**config.mk**
```make
export PLATFORM = sky130hd
export DESIGN_NAME = rvm_lsu
export DESIGN_NICKNAME = d
export VERILOG_FILES = /design/src/rtl/rvm_lsu_pkg.sv /design/src/rtl/rvm_lsu_align.sv /design/src/rtl/rvm_lsu.sv
export SDC_FILE = /design/constraint.sdc
export NUM_CORES = 1
export LEC_CHECK = 0
export CORE_ASPECT_RATIO = 0.6
export CORE_MARGIN = 2
export CORE_UTILIZATION = 43
export CTS_CLUSTER_SIZE = 14
export DETAILED_ROUTE_END_ITERATION = 10
export PLACE_DENSITY_LB_ADDON = 0.08
export SLEW_MARGIN = 10
export SYNTH_ARGS = -nofsm -noshare
export SYNTH_HDL_FRONTEND = slang
export SYNTH_SLANG_ARGS = --single-unit
```
**constraint.sdc**
```tcl
create_clock -name clk -period 2.2 [get_ports clk]
set_input_delay 0.22 -clock clk [delete_from_list [all_inputs] [get_ports clk]]
set_output_delay 0.22 -clock clk [all_outputs]
set_load 0.01 [all_outputs]
```
**src/rtl/rvm_lsu_pkg.sv**
```systemverilog
// rvm_lsu_pkg: size/cause codes, FSM state encodings and alignment helper for the load/store unit.
package rvm_lsu_pkg;
    localparam logic [1:0] SZ_B = 2'd0;
    localparam logic [1:0] SZ_H = 2'd1;
    localparam logic [1:0] SZ_W = 2'd2;
    localparam logic [1:0] SZ_D = 2'd3;
    localparam logic [1:0] CAUSE_OK       = 2'd0;
    localparam logic [1:0] CAUSE_MISALIGN = 2'd1;
    localparam logic [1:0] CAUSE_BUS_ERR  = 2'd2;
    localparam logic [1:0] CAUSE_TIMEOUT  = 2'd3;
    localparam logic [1:0] ST_IDLE   = 2'd0;
    localparam logic [1:0] ST_ACCESS = 2'd1;
    localparam logic [1:0] ST_RESP   = 2'd2;
    // A double is never legal on a 32-bit datapath, whatever its address.
    function automatic logic misaligned(input logic [2:0] a, input logic [1:0] sz, input logic is32);
        return (sz == SZ_H && a[0]) || (sz == SZ_W && a[1:0] != 2'd0) || (sz == SZ_D && (is32 || a != 3'd0));
    endfunction
endpackage

```
**src/rtl/rvm_lsu_align.sv**
```systemverilog
// rvm_lsu_align: lane enables, store-data replication and load extract/extend.
module rvm_lsu_align
    import rvm_lsu_pkg::*;
#(
    parameter int XLEN = 32,
    localparam int NB = XLEN / 8,
    localparam int LW = $clog2(NB)
) (
    input  logic [1:0]      i_size,
    input  logic            i_signed,
    input  logic [LW-1:0]   i_lane,
    input  logic [XLEN-1:0] i_wdata,
    input  logic [XLEN-1:0] i_rdata,
    output logic [NB-1:0]   o_b_en,
    output logic [XLEN-1:0] o_wdata,
    output logic [XLEN-1:0] o_rdata
);
    logic [7:0]      w_mask8;
    logic [XLEN-1:0] w_sh;
    logic [XLEN-1:0] w_msk;
    logic            w_sbit;

    assign w_mask8 = i_size == SZ_B ? 8'h01 : i_size == SZ_H ? 8'h03 : i_size == SZ_W ? 8'h0F : 8'hFF;
    assign o_b_en  = NB'(w_mask8) << i_lane;
    assign o_wdata = i_size == SZ_B ? {NB{i_wdata[7:0]}} :
                     i_size == SZ_H ? {(NB/2){i_wdata[15:0]}} :
                     i_size == SZ_W ? {(NB/4){i_wdata[31:0]}} : i_wdata;
    assign w_sh    = i_rdata >> {i_lane, 3'b000};
    assign w_msk   = i_size == SZ_D ? '1 : (XLEN'(1) << (7'd8 << i_size)) - XLEN'(1);
    // Sign bit is the top bit of the size mask.
    assign w_sbit  = i_signed && i_size != SZ_D && |(w_sh & w_msk & ~(w_msk >> 1));
    assign o_rdata = (w_sh & w_msk) | (w_sbit ? ~w_msk : '0);
endmodule

```
**src/rtl/rvm_lsu.sv**
```systemverilog
// rvm_lsu: single-outstanding load/store unit with stall hold, timeout abort and cause reporting.
module rvm_lsu
    import rvm_lsu_pkg::*;
#(
    parameter int XLEN      = 32,
    parameter int ADDR_W    = 32,
    parameter int MAX_STALL = 16
) (
    input  logic                clk,
    input  logic                reset,
    input  logic                req_valid,
    output logic                req_ready,
    input  logic                req_write,
    input  logic [1:0]          req_size,
    input  logic                req_signed,
    input  logic [ADDR_W-1:0]   req_addr,
    input  logic [XLEN-1:0]     req_wdata,
    output logic                rsp_valid,
    output logic [XLEN-1:0]     rsp_rdata,
    output logic [1:0]          rsp_cause,
    output logic [ADDR_W-1:0]   mem_addr,
    input  logic [XLEN-1:0]     mem_rdata,
    output logic [XLEN-1:0]     mem_wdata,
    output logic                mem_c_en,
    output logic [XLEN/8-1:0]   mem_b_en,
    input  logic                mem_error,
    input  logic                mem_stall
);
    localparam int NB = XLEN / 8;
    localparam int LW = $clog2(NB);
    localparam int CW = MAX_STALL > 0 ? $clog2(MAX_STALL + 1) : 1;

    logic [1:0]        r_state;
    logic              r_write;
    logic [1:0]        r_size;
    logic              r_signed;
    logic [ADDR_W-1:0] r_addr;
    logic [XLEN-1:0]   r_wdata;
    logic [CW-1:0]     r_cnt;
    logic [XLEN-1:0]   r_rdata;
    logic [1:0]        r_cause;
    logic [NB-1:0]     w_b_en;
    logic [XLEN-1:0]   w_wdata;
    logic [XLEN-1:0]   w_rdata;
    logic              w_mis;
    logic              w_timeout;

    rvm_lsu_align #(.XLEN(XLEN)) u_align (
        .i_size  (r_size),
        .i_signed(r_signed),
        .i_lane  (r_addr[LW-1:0]),
        .i_wdata (r_wdata),
        .i_rdata (mem_rdata),
        .o_b_en  (w_b_en),
        .o_wdata (w_wdata),
        .o_rdata (w_rdata)
    );

    assign req_ready = r_state == ST_IDLE;
    assign rsp_valid = r_state == ST_RESP;
    assign rsp_rdata = r_rdata;
    assign rsp_cause = r_cause;
    assign mem_c_en  = r_state == ST_ACCESS;
    assign mem_b_en  = mem_c_en && r_write ? w_b_en : '0;
    assign mem_addr  = {r_addr[ADDR_W-1:LW], {LW{1'b0}}};
    assign mem_wdata = w_wdata;
    assign w_mis     = misaligned(req_addr[2:0], req_size, XLEN == 32);
    assign w_timeout = MAX_STALL > 0 && r_cnt == CW'(MAX_STALL);

    always_ff @(posedge clk) begin
        if (reset) begin
            r_state  <= ST_IDLE;
            r_write  <= 1'b0;
            r_size   <= SZ_B;
            r_signed <= 1'b0;
            r_addr   <= '0;
            r_wdata  <= '0;
            r_cnt    <= '0;
            r_rdata  <= '0;
            r_cause  <= CAUSE_OK;
        end else if (r_state == ST_IDLE) begin
            if (req_valid) begin
                r_write  <= req_write;
                r_size   <= req_size;
                r_signed <= req_signed;
                r_addr   <= req_addr;
                r_wdata  <= req_wdata;
                r_cnt    <= '0;
                r_rdata  <= '0;
                r_cause  <= w_mis ? CAUSE_MISALIGN : CAUSE_OK;
                r_state  <= w_mis ? ST_RESP : ST_ACCESS;
            end
        end else if (r_state == ST_ACCESS) begin
            if (!mem_stall) begin
                r_state <= ST_RESP;
                r_cause <= mem_error ? CAUSE_BUS_ERR : CAUSE_OK;
                r_rdata <= mem_error || r_write ? '0 : w_rdata;
            end else if (w_timeout) begin
                r_state <= ST_RESP;
                r_cause <= CAUSE_TIMEOUT;
                r_rdata <= '0;
            end else begin
                r_cnt <= &r_cnt ? r_cnt : r_cnt + CW'(1);
            end
        end else begin
            r_state <= ST_IDLE;
            r_cnt   <= '0;
        end
    end
endmodule

```
==> results.py, run 1 <==
metrics = {
    "floorplan": {
        "initial_core_util": 0.448,
        "num_io_pins": 210,
        "die_y_um": 88.6,
        "coreArea_um2": 11400,
        "rows": 30,
        "die_x_um": 145,
        "die_area_um2": 12800,
    },
    "timing": {
        "rsz0062_at_grt": "no",
        "tightest_slew_ps": 889,
        "finClkSkew_ps": 7.28,
        "max_freq_mhz": 473,
        "maxSlewViolCount": 0,
        "tns_ps": 0,
        "setup_violations": 0,
        "hold_violations": 0,
        "fin_crit_ps": 2120,
        "fin_crit_sh": 0.962,
        "slew_headroom": 0.407,
    },
    "grt": {
        "grt_pass1_vias": 4769,
        "overflow": 0,
        "grt_max_degree": 83,
        "grt_util_all_layers": 0.239,
        "antenna_found_initial": 0,
        "grt_pass1_wl_um": 24300,
    },
    "place": {
        "io_buffers": 207,
        "routabilityCongestion": 0.910,
        "dpl_cell_area_um2": 7090,
        "dp_hpwl_um": 11600,
    },
    "yosys": {
        "synth_area_leaders": "dfxtp_1 43%, nand2_1 12%, a21oi_1 8.0%",
        "synth_top_area_cell": "dfxtp_1",
        "synth_top_family_by_area": "compound AO/OA/AOI/OAI gates",
        "muxShareOfSynthArea": 0.0905,
        "netlist_area_um2": 5130,
        "synth_fa_ha_area_frac": 0.00732,
        "ys_warn_count": 0,
        "synth_edf_count": 0,
        "synth_cells": 621,
        "synth_compound_area_frac": 0.186,
        "synthArstFlopShare": 0,
        "synth-seq-area-share": 0.426,
        "postSynthAreaPerCell_um2": 8.26,
        "synth_xor_area_frac": 0.00683,
        "synth_most_common_cell": "nand2_1",
        "ys_types": 41,
        "yosys-top-cells-count": "158 x nand2_1, 109 x dfxtp_1, 82 x a21oi_1",
        "synth-main-ff-cell": "dfxtp_1",
        "synthSimpleGateAreaFrac": 0.181,
        "synth_top_area_frac": 0.426,
        "ys_ff_latch": 109,
    },
    "worst_hold_path": {
        "hold_class": "input port to flip-flop",
    },
    "setup_path": {
        "ff2ff_path_depth": 7,
        "reg2reg_slack_ps": 220,
        "r2r_start": "r_cnt[0]",
        "worstPathArrival_ps": 1900,
        "path_class": "flip-flop to output pin",
        "endpoint_kind": "output pin",
        "r2r_end": "rsp_rdata[27]",
        "required_ps": 1980,
        "path_max_fanout": 25,
        "timing.critical_path.from": "r_size[1]",
        "endpoint": "mem_wdata[23]",
        "start_kind": "flip-flop",
    },
    "finish": {
        "drive_gt1_frac": 0.0843,
        "fin_area_um2": 7410,
        "final_nets": 886,
        "area.growth.synth_to_final_pct": 44.6,
        "num_antenna_cells": 0,
    },
    "detailed_routing": {
        "drtAntennaViolNets": 0,
        "wl_per_cell_um": 16.5,
        "drt_wl_total_um": 15600,
        "vias_per_cell": 5.13,
        "drc_errors": 0,
        "drt_first_pass_iters": 4,
        "num_vias": 4835,
        "drt-initial-drc-count": 233,
    },
    "pwr": {
        "vdd_drop_max_v": 0.000481,
        "p_leak_nw": 2.81,
        "power.density_nw_per_um2": 649,
        "power_frac_comb": 0.211,
        "internal_power_mw": 3.53,
        "p_clk_frac": 0.343,
        "seq_power_share": 0.446,
        "switching_share": 0.267,
        "switchingPower_mw": 1.29,
    },
    "cts": {
        "cts-root-to-sink-buffers": 2,
        "clk_pin_slew_ps": 70,
        "cts-root-buf": "clkbuf_16",
        "clk_latency_ps": 340,
        "cts_tree": "built",
        "postCtsHoldBufs": 0,
        "ctsHtreeMaxLevel": 3,
        "cts_buffers": 9,
        "cts_sinks": 109,
    },
    "flow_run": {
        "timing.max_cap.violations": 0,
    },
    "status": {
        "status": "finished clean",
    },
}
## flip-flops by register name, indices dropped and copies added (netlist names)
signal     flops
r_addr        32
r_wdata       32
rsp_rdata     32
r_cnt          5
r_size         2
r_state        2
rsp_cause      2
r_signed       1
r_write        1
## placed cells by master, fill, tap and decap left out, drive strengths merged, types with 5 or more instances in the layout
| cell type | instances |
|---|---|
| mux2i | 25 |
| a21oi | 82 |
| a22o | 8 |
| buf | 25 |
| mux2 | 17 |
| nor3 | 5 |
| nand2 | 158 |
| nor2b | 15 |
| clkbuf | 11 |
| a221o | 8 |
| a32oi | 8 |
| a211o | 15 |
| dfxtp | 109 |
| clkdlybuf4s50 | 206 |
| o21ai | 17 |
| inv | 6 |
| nor2 | 30 |
## per-stage QoR
stage	power [mW]	worst slack [ps]	util	cells	hold WS [ps]
after floorplan	2.71	287	-	622	356
after global placement	3.17	172	0.619	927	439
after detailed placement	3.20	88.5	0.619	927	445
after CTS	4.84	29.8	0.647	943	244
after global routing	5.02	6.53	0.647	943	252
final	4.81	83.7	0.647	943	262
## power groups by stage
stage                     sequential [mW]  combinational, mW  clock, mW
after floorplan                      2.16              0.551          0
after global placement               2.18              0.990          0
after detailed placement             2.19               1.01          0
after CTS                            2.14               1.02       1.68
after global routing                 2.16               1.10       1.76
final                                2.15               1.01       1.65
## cells by family after synthesis
kind of cell               after synthesis
and+or+nand+nor                        221
AOI/OAI and AO/OA                      149
DFF                                    109
buffers and inverters                   91
muxes                                   43
xor gates and xnor gates                 4
adders and majority gates                3
other                                    1
## how the worst min path moves through the flow
stage / depth (start not counted) / to / from
finish: 4 / r_cnt[0] / reset
floorplan: 2 / r_wdata[16] / req_wdata[16]
detailed placement: 2 / r_wdata[23] / r_wdata[23]
global placement: 2 / r_wdata[17] / r_wdata[17]
global route: 4 / r_cnt[3] / reset
CTS: 4 / r_cnt[0] / reset
## metal layers
metal	share of wire	up-vias	track usage
met2	0.46	152	0.387
li1	-	2374	-
met1	0.45	2299	0.311
met5	0	-	0
met4	0.0083	0	0.0531
met3	0.079	10	0.0866
## critical path, cell delays in order, from the launching register on
cell	delay, ps
dfxtp_1	370
buf_4	300
mux2_2	380
clkdlybuf4s50_1	490
## layout make-up
| cell class | instances | area (µm²) |
|---|---|---|
| Inverter | 5 | 18.8 |
| Multi-Input combinational cell | 422 | 2440 |
| Tap cell | 160 | 200 |
| Fill cell | 946 | 4040 |
| Sequential cell | 109 | 2180 |
| Timing Repair Buffer | 231 | 2270 |
| Clock buffer | 11 | 243 |
| Clock inverter | 5 | 58.8 |
## repair_timing
item | CTS | global route
setup endpoints to repair | 2 | 11
pin swaps | 0 | 0
gates cloned | 0 | 0
buffers inserted | 0 | 0
resized for setup | 4 | 3
(Power assumes the default switching activity.)
==> run 2, diff against run 1 <==
Settings changed: HOLD_SLACK_MARGIN from default to 0.05.
==> results of run 2 <==
The final DEF is identical to that of run 1; final timing and power are the same.
==> run 3, diff against run 2 <==
Settings changed: CORE_UTILIZATION 43 to 45, CTS_BUF_LIST from default to sky130_fd_sc_hd__clkbuf_4, MAX_ROUTING_LAYER from default to met4, SLEW_MARGIN 10 to 20.
==> results.py, run 3 (same netlist as run 1, synthesis figures left out) <==
metrics = {
    "timing": {
        "fin_crit_sh": 0.977,
        "maxSlewViolCount": 0,
        "tightest_slew_ps": 905,
        "setup_violations": 0,
        "fin_crit_ps": 2150,
        "max_freq_mhz": 465,
        "setup_slack_ps": 50.1,
        "hold_slack_ps": 165,
        "finClkSkew_ps": 14.3,
        "slew_headroom": 0.397,
        "tns_ps": 0,
        "hold_violations": 0,
    },
    "cts": {
        "cts_buffers": 9,
        "cts_sinks": 109,
        "cts_tree": "built",
        "postCtsHoldBufs": 0,
        "clk_latency_ps": 460,
        "cts-root-buf": "clkbuf_4",
        "clk_pin_slew_ps": 150,
        "ctsHtreeMaxLevel": 3,
        "cts-root-to-sink-buffers": 2,
    },
    "grt": {
        "grt_max_degree": 83,
        "grt_util_all_layers": 0.252,
        "antenna_found_initial": 0,
        "grt_pass1_vias": 4576,
        "grt_pass1_wl_um": 23500,
        "overflow": 0,
    },
    "status": {
        "status": "finished clean",
    },
    "finish": {
        "final_common_cell": "clkdlybuf4s50_1",
        "area.growth.synth_to_final_pct": 43.0,
        "nFillCells": 953,
        "fin_area_um2": 7330,
        "fin_util": 0.655,
        "final_nets": 891,
        "num_antenna_cells": 0,
        "final_cell_mix": "195 x clkdlybuf4s50_1, 156 x nand2_1, 106 x dfxtp_1, 82 x a21oi_1, 29 x nor2_1",
        "fin_cells": 932,
        "drive_gt1_frac": 0.0926,
    },
    "pwr": {
        "fin_total_pwr_mw": 4.18,
        "internal_power_mw": 3.00,
        "vdd_drop_max_v": 0.000326,
        "p_leak_nw": 2.86,
        "power_frac_comb": 0.251,
        "switchingPower_mw": 1.19,
        "power.density_nw_per_um2": 571,
        "p_clk_frac": 0.238,
        "seq_power_share": 0.512,
        "switching_share": 0.284,
    },
    "place": {
        "io_buffers": 207,
        "dpl_cell_area_um2": 7070,
        "routabilityCongestion": 0.910,
        "dp_hpwl_um": 11100,
        "dp_cells": 907,
        "post-place-ws_ps": 198,
    },
    "worst_hold_path": {
        "hold_start": "reset",
        "hold_class": "input port to flip-flop",
        "whs_path_depth": 4,
    },
    "detailed_routing": {
        "vias_per_cell": 5.26,
        "drc_errors": 0,
        "num_vias": 4905,
        "wl_per_cell_um": 16.5,
        "drt_wl_total_um": 15400,
        "drtAntennaViolNets": 0,
        "drt_first_pass_iters": 4,
        "drt-initial-drc-count": 281,
    },
    "floorplan": {
        "initial_core_util": 0.458,
        "die_y_um": 86.7,
        "num_io_pins": 210,
        "die_area_um2": 12300,
        "rows": 30,
        "die_x_um": 142,
        "coreArea_um2": 11200,
    },
    "setup_path": {
        "r2r_start": "r_cnt[0]",
        "endpoint_kind": "output pin",
        "ff2ff_path_depth": 7,
        "path_max_fanout": 7,
        "required_ps": 1980,
        "timing.critical_path.from": "r_size[1]",
        "start_kind": "flip-flop",
        "path_class": "flip-flop to output pin",
        "worstPathArrival_ps": 1930,
    },
    "flow_run": {
        "timing.max_cap.violations": 0,
    },
}
run 3: changes by cell type in the layout (fill, tap and decap cells not counted), moves of 2 or more:
| cell | before | now |
|---|---|---|
| dlymetal6s2s_1 | 0 | 3 |
| dlygate4sd2_1 | 0 | 8 |
| buf_12 | 1 | 5 |
| clkbuf_16 | 9 | 1 |
| clkbuf_4 | 0 | 11 |
| dfxtp_4 | 0 | 2 |
| clkdlybuf4s50_1 | 206 | 195 |
run 3: path summary, 6_finish.rpt:
| path | endpoint | slack, ps |
|---|---|---|
| setup / recovery | mem_wdata[10] | 50 |
| hold / removal | r_cnt[0] | 170 |
| setup reg to reg | rsp_rdata[30] | 190 |
| hold reg to reg | r_addr[2] | 460 |
run 3: per-layer routing:
metal	wire length, µm	share of wire	GRT usage
met1	7220	0.47	0.332
met2	6860	0.45	0.385
met3	1220	0.079	0.0751
met4	103	0.0067	0.0555
met5	0	0	-
run 3: final cells by class:
class / count / area (µm²) / area share
sequential: 109 / 2190 / 0.299
multi-input combinational: 422 / 2440 / 0.333
inverter: 5 / 18.8 / 0.00256
tap: 144 / 180 / 0.0246
clock buffer: 11 / 82.6 / 0.0113
timing repair buffer: 236 / 2370 / 0.323
clock inverter: 5 / 51.3 / 0.00700
run 3: power groups by stage:
stage,clock (mW),sequential (mW),combinational [mW]
after floorplan,0,2.16,0.551
after global placement,0,2.18,1.00
after detailed placement,0,2.18,1.01
after CTS,1.02,2.14,1.03
after global routing,1.10,2.16,1.13
final,0.994,2.14,1.05
run 3: repair_timing:
item | CTS | global route
pin swaps | 0 | 0
buffers inserted | 4 | 4
gates cloned | 0 | 1
resized for setup | 17 | 10
setup endpoints to repair | 22 | 15
run 3: critical path, stage by stage (launching register included):
cell           delay, ps
dfxtp_4              390
nor2_1               140
buf_6                160
buf_4                140
mux2_2               350
dlygate4sd2_1        290
==> variant 1, RTL diff (flow settings as in run 2) <==
Set the parameter `ADDR_W` to 16 (it was 32).
--- a/src/rtl/rvm_lsu.sv
+++ b/src/rtl/rvm_lsu.sv
@@ -4,5 +4,5 @@
 #(
     parameter int XLEN      = 32,
-    parameter int ADDR_W    = 32,
+    parameter int ADDR_W    = 16,
     parameter int MAX_STALL = 16
 ) (
Ports: changed (resized mem_addr and req_addr); port bits go from 210 to 178. No check against the original RTL was run, so the function may have changed too.
==> variant 1 against run 2 <==
Cell area fell by 11%. Synthesized area fell by 12%. Global-route usage fell by 0.14 points. Combinational power fell by 13%. Highest routed layer unchanged. Worst setup slack improved by 0.014 ns. Sequential cell count fell by 16. Routed wire length fell by 13%. Utilization rose by 1.0 points. Die area fell by 12%. Total power fell by 14%.
==> variant 1: results (changes against run 2) <==
| Metric | Value |
|---|---|
| Sw Share | `27.2% (+0.42 points)` |
| Clock network fraction of design power | `34.8% (+0.5 points)` |
| Fillers | `850 (-10%)` |
| Clk_skew | `0.00399 ns (-0.00330 ns)` |
| Top post-synthesis cells by area | `dfxtp_1, nand2_1, a21oi_1` |
| Worst Hold Depth | `2 (-2)` |
| First-pass GRT wire length | `21200 um (-13%)` |
| Layout cell share with drive strength beyond 1 | `10.5% (+2.0 points)` |
| Routed vias | `4422 (-8.5%)` |
| Max transition margin | `56.8% (+16 points)` |
| GP Congestion | `0.898 (-1.3%)` |
| CP max FO | `8 (-68%)` |
| Mux cell area share after synthesis | `10.3% (+1.2 points)` |
| Largest net degree at the start of global routing | `41 (-51%)` |
| Final hold slack | `0.237 ns (-0.0252 ns)` |
| Final net count | `785 (-11%)` |
| Drt pass-1 iters | `5 (+1)` |
| Crit path DAT | `1.88 ns (-0.02 ns)` |
| WL met1 | `6560 um (-6.9%)` |
| Dpl cells | `817 (-12%)` |
| GRT Util Overall | `23.7% (-0.14 points)` |
| Syn Inst Count | `545 (-12%)` |
| Sequential element share of the synthesized area | `41.3% (-1.3 points)` |
| Worst VDD drop | `0.406 mV (-16%)` |
| Complex-gate fraction of the synthesized area | `19.2% (+0.58 points)` |
| Worst r2r src | `r_state[1]$_SDFFE_PP0P_` |
| R2R cell count | `5 (-2)` |
| Outcome | `finished, final reports clean` |
| Setup crit end | `mem_wdata[9]` |
| GR Layer Usage met2 | `33.4% (-5.3 points)` |
## variant 1: cell types whose count changed after synthesis, sizes merged, moves of 5 or more
| cell | run 2 | this run |
|---|---|---|
| buf | 56 | 33 |
| a21oi | 82 | 62 |
| nand2 | 158 | 132 |
| a211o | 15 | 7 |
| nor2 | 30 | 25 |
| dfxtp | 109 | 93 |
| o211ai | 0 | 8 |
## variant 1: final cells by class
cell class | count | area [um2] | share of cell area, %
Tap cell | 135 | 169 | 2.56
Clock inverter | 5 | 37.5 | 0.570
Timing Repair Buffer | 202 | 1970 | 29.8
Inverter | 7 | 26.3 | 0.399
Sequential cell | 93 | 1870 | 28.3
Clock buffer | 10 | 239 | 3.63
Multi-Input combinational cell | 380 | 2280 | 34.7
## variant 1: per-stage QoR
step	cell area [um2]	power [mW]	utilization [%]
detailed placement	6310	2.73	63.0
global route	6590	4.32	65.8
global placement	6310	2.72	63.0
floorplan	4510	2.30	-
finish	6590	4.14	65.8
CTS	6590	4.17	65.8
==> variant 2, RTL diff (settings of run 2) <==
Made on the original files. Reset style: asynchronous (`reset`), changed in one clocked block.
--- a/src/rtl/rvm_lsu.sv
+++ b/src/rtl/rvm_lsu.sv
@@ -68,5 +68,5 @@
     assign w_timeout = MAX_STALL > 0 && r_cnt == CW'(MAX_STALL);
 
-    always_ff @(posedge clk) begin
+    always_ff @(posedge clk or posedge reset) begin
         if (reset) begin
             r_state  <= ST_IDLE;
Behaviour: differs if reset is asserted again (counterexample within 4 cycles, from zero or initial values and one cycle with reset high); with reset held inactive, the same outputs for 4 cycles.
==> variant 2 against run 2 <==
Synthesized area rose by 11%. Worst setup slack improved by 0.018 ns. Sequential cell count did not move. Cell area rose by 7.3%. Non-clock buffer count fell by 6. Highest routed layer unchanged. Routed wire length rose by 0.22%. Clock skew rose by 0.0014 ns.
Power is not compared: it rests on default switching activity, and its combinational part moved more than twofold at a synthesized area within 25%.
==> variant 2: results (changes against run 2) <==
| Metric | Value |
|---|---|
| Non-clk buf share | `28.7% (-1.9 points)` |
| Drt initial violations | `228 (-2.1%)` |
| Top post-synthesis cells by area | `dfrtp_1, mux2_2, buf_4` |
| Delay of the slowest critical-path stage | `0.60 ns (+0.11 ns)` |
| Non-clk invs | `6 (+1)` |
| Synth top cells by count | `dfrtp_1, nand2_1, mux2_2` |
| TAP cells | `170 (+6.3%)` |
| Synth Area in XOR/XNOR | `0.464% (-0.22 points)` |
| Non-clk bufs | `225 (-2.6%)` |
| Post-Place Cell Area | `7630 um2 (+7.6%)` |
| Fillers | `1061 (+12%)` |
| Wirelength, routed | `15600 um (+0.22%)` |
| CP max FO | `7 (-72%)` |
| Final net count | `785 (-11%)` |
| Cell variety after synth | `48 (+17%)` |
| Post-DP HPWL | `11500 um (-0.49%)` |
| Post-CTS Setup Inserts | `1 (+1)` |
| FF/Latch Area | `2730 um2 (+25%)` |
| Drt pass-1 iters | `5 (+1)` |
| Multi-input gates | `326 (-23%)` |
| Final hold slack | `0.0955 ns (-0.167 ns)` |
| Worst slew pin tran | `0.673 ns (-0.216 ns)` |
| GRT Util Overall | `22.3% (-1.6 points)` |
| Worst r2r src | `r_cnt[0]$_DFFE_PP0P_` |
| Clock-cell share of area | `3.43% (-0.64 points)` |
| Layout cell share with drive strength beyond 1 | `17.4% (+9.0 points)` |
| Sequential element share of the synthesized area | `48.1% (+5.6 points)` |
| Outcome | `finished, final reports clean` |
| Final instance area | `7950 um2 (+7.3%)` |
| Post-synth top flop | `dfrtp_1` |
| Mux cell area share after synthesis | `20.3% (+11 points)` |
| Post-Place Worst Slack | `0.0988 ns (+0.0103 ns)` |
| Reg-to-reg critical path endpoint | `rsp_rdata[8]$_DFFE_PP0P_` |
| Adder-Cell Fraction of Synth Area | `0.662% (-0.070 points)` |
| Dpl cells | `834 (-10%)` |
| Fmax | `477 MHz (+0.88%)` |
| Multi-input gate share of total cell area | `30.6% (-2.4 points)` |
| Ys async rst share | `100% (+100 points)` |
[variant 2: how the worst max path moves through the flow]
stage                      startpoint                        end  cells after the start
5_1_grt         r_size[0]$_DFFE_PP0P_              mem_wdata[25]                      4
2_1_floorplan    r_cnt[0]$_DFFE_PP0P_       r_cnt[2]$_DFFE_PP0P_                      7
3_3_place_gp            mem_rdata[31]  rsp_rdata[19]$_DFFE_PP0P_                      5
6_report        r_size[0]$_DFFE_PP0P_              mem_wdata[25]                      4
4_1_cts        r_state[1]$_DFFE_PP0P_                mem_b_en[3]                      5
3_5_place_dp            mem_rdata[31]  rsp_rdata[17]$_DFFE_PP0P_                      5
[variant 2: layer usage]
metal | track usage, % | up-vias | part of all wire (%)
li1 | - | 2092 | -
met1 | 32.4 | 2123 | 47
met2 | 31.8 | 182 | 42
met3 | 8.38 | 10 | 9.4
met4 | 4.13 | 0 | 0.85
met5 | 0 | - | 0
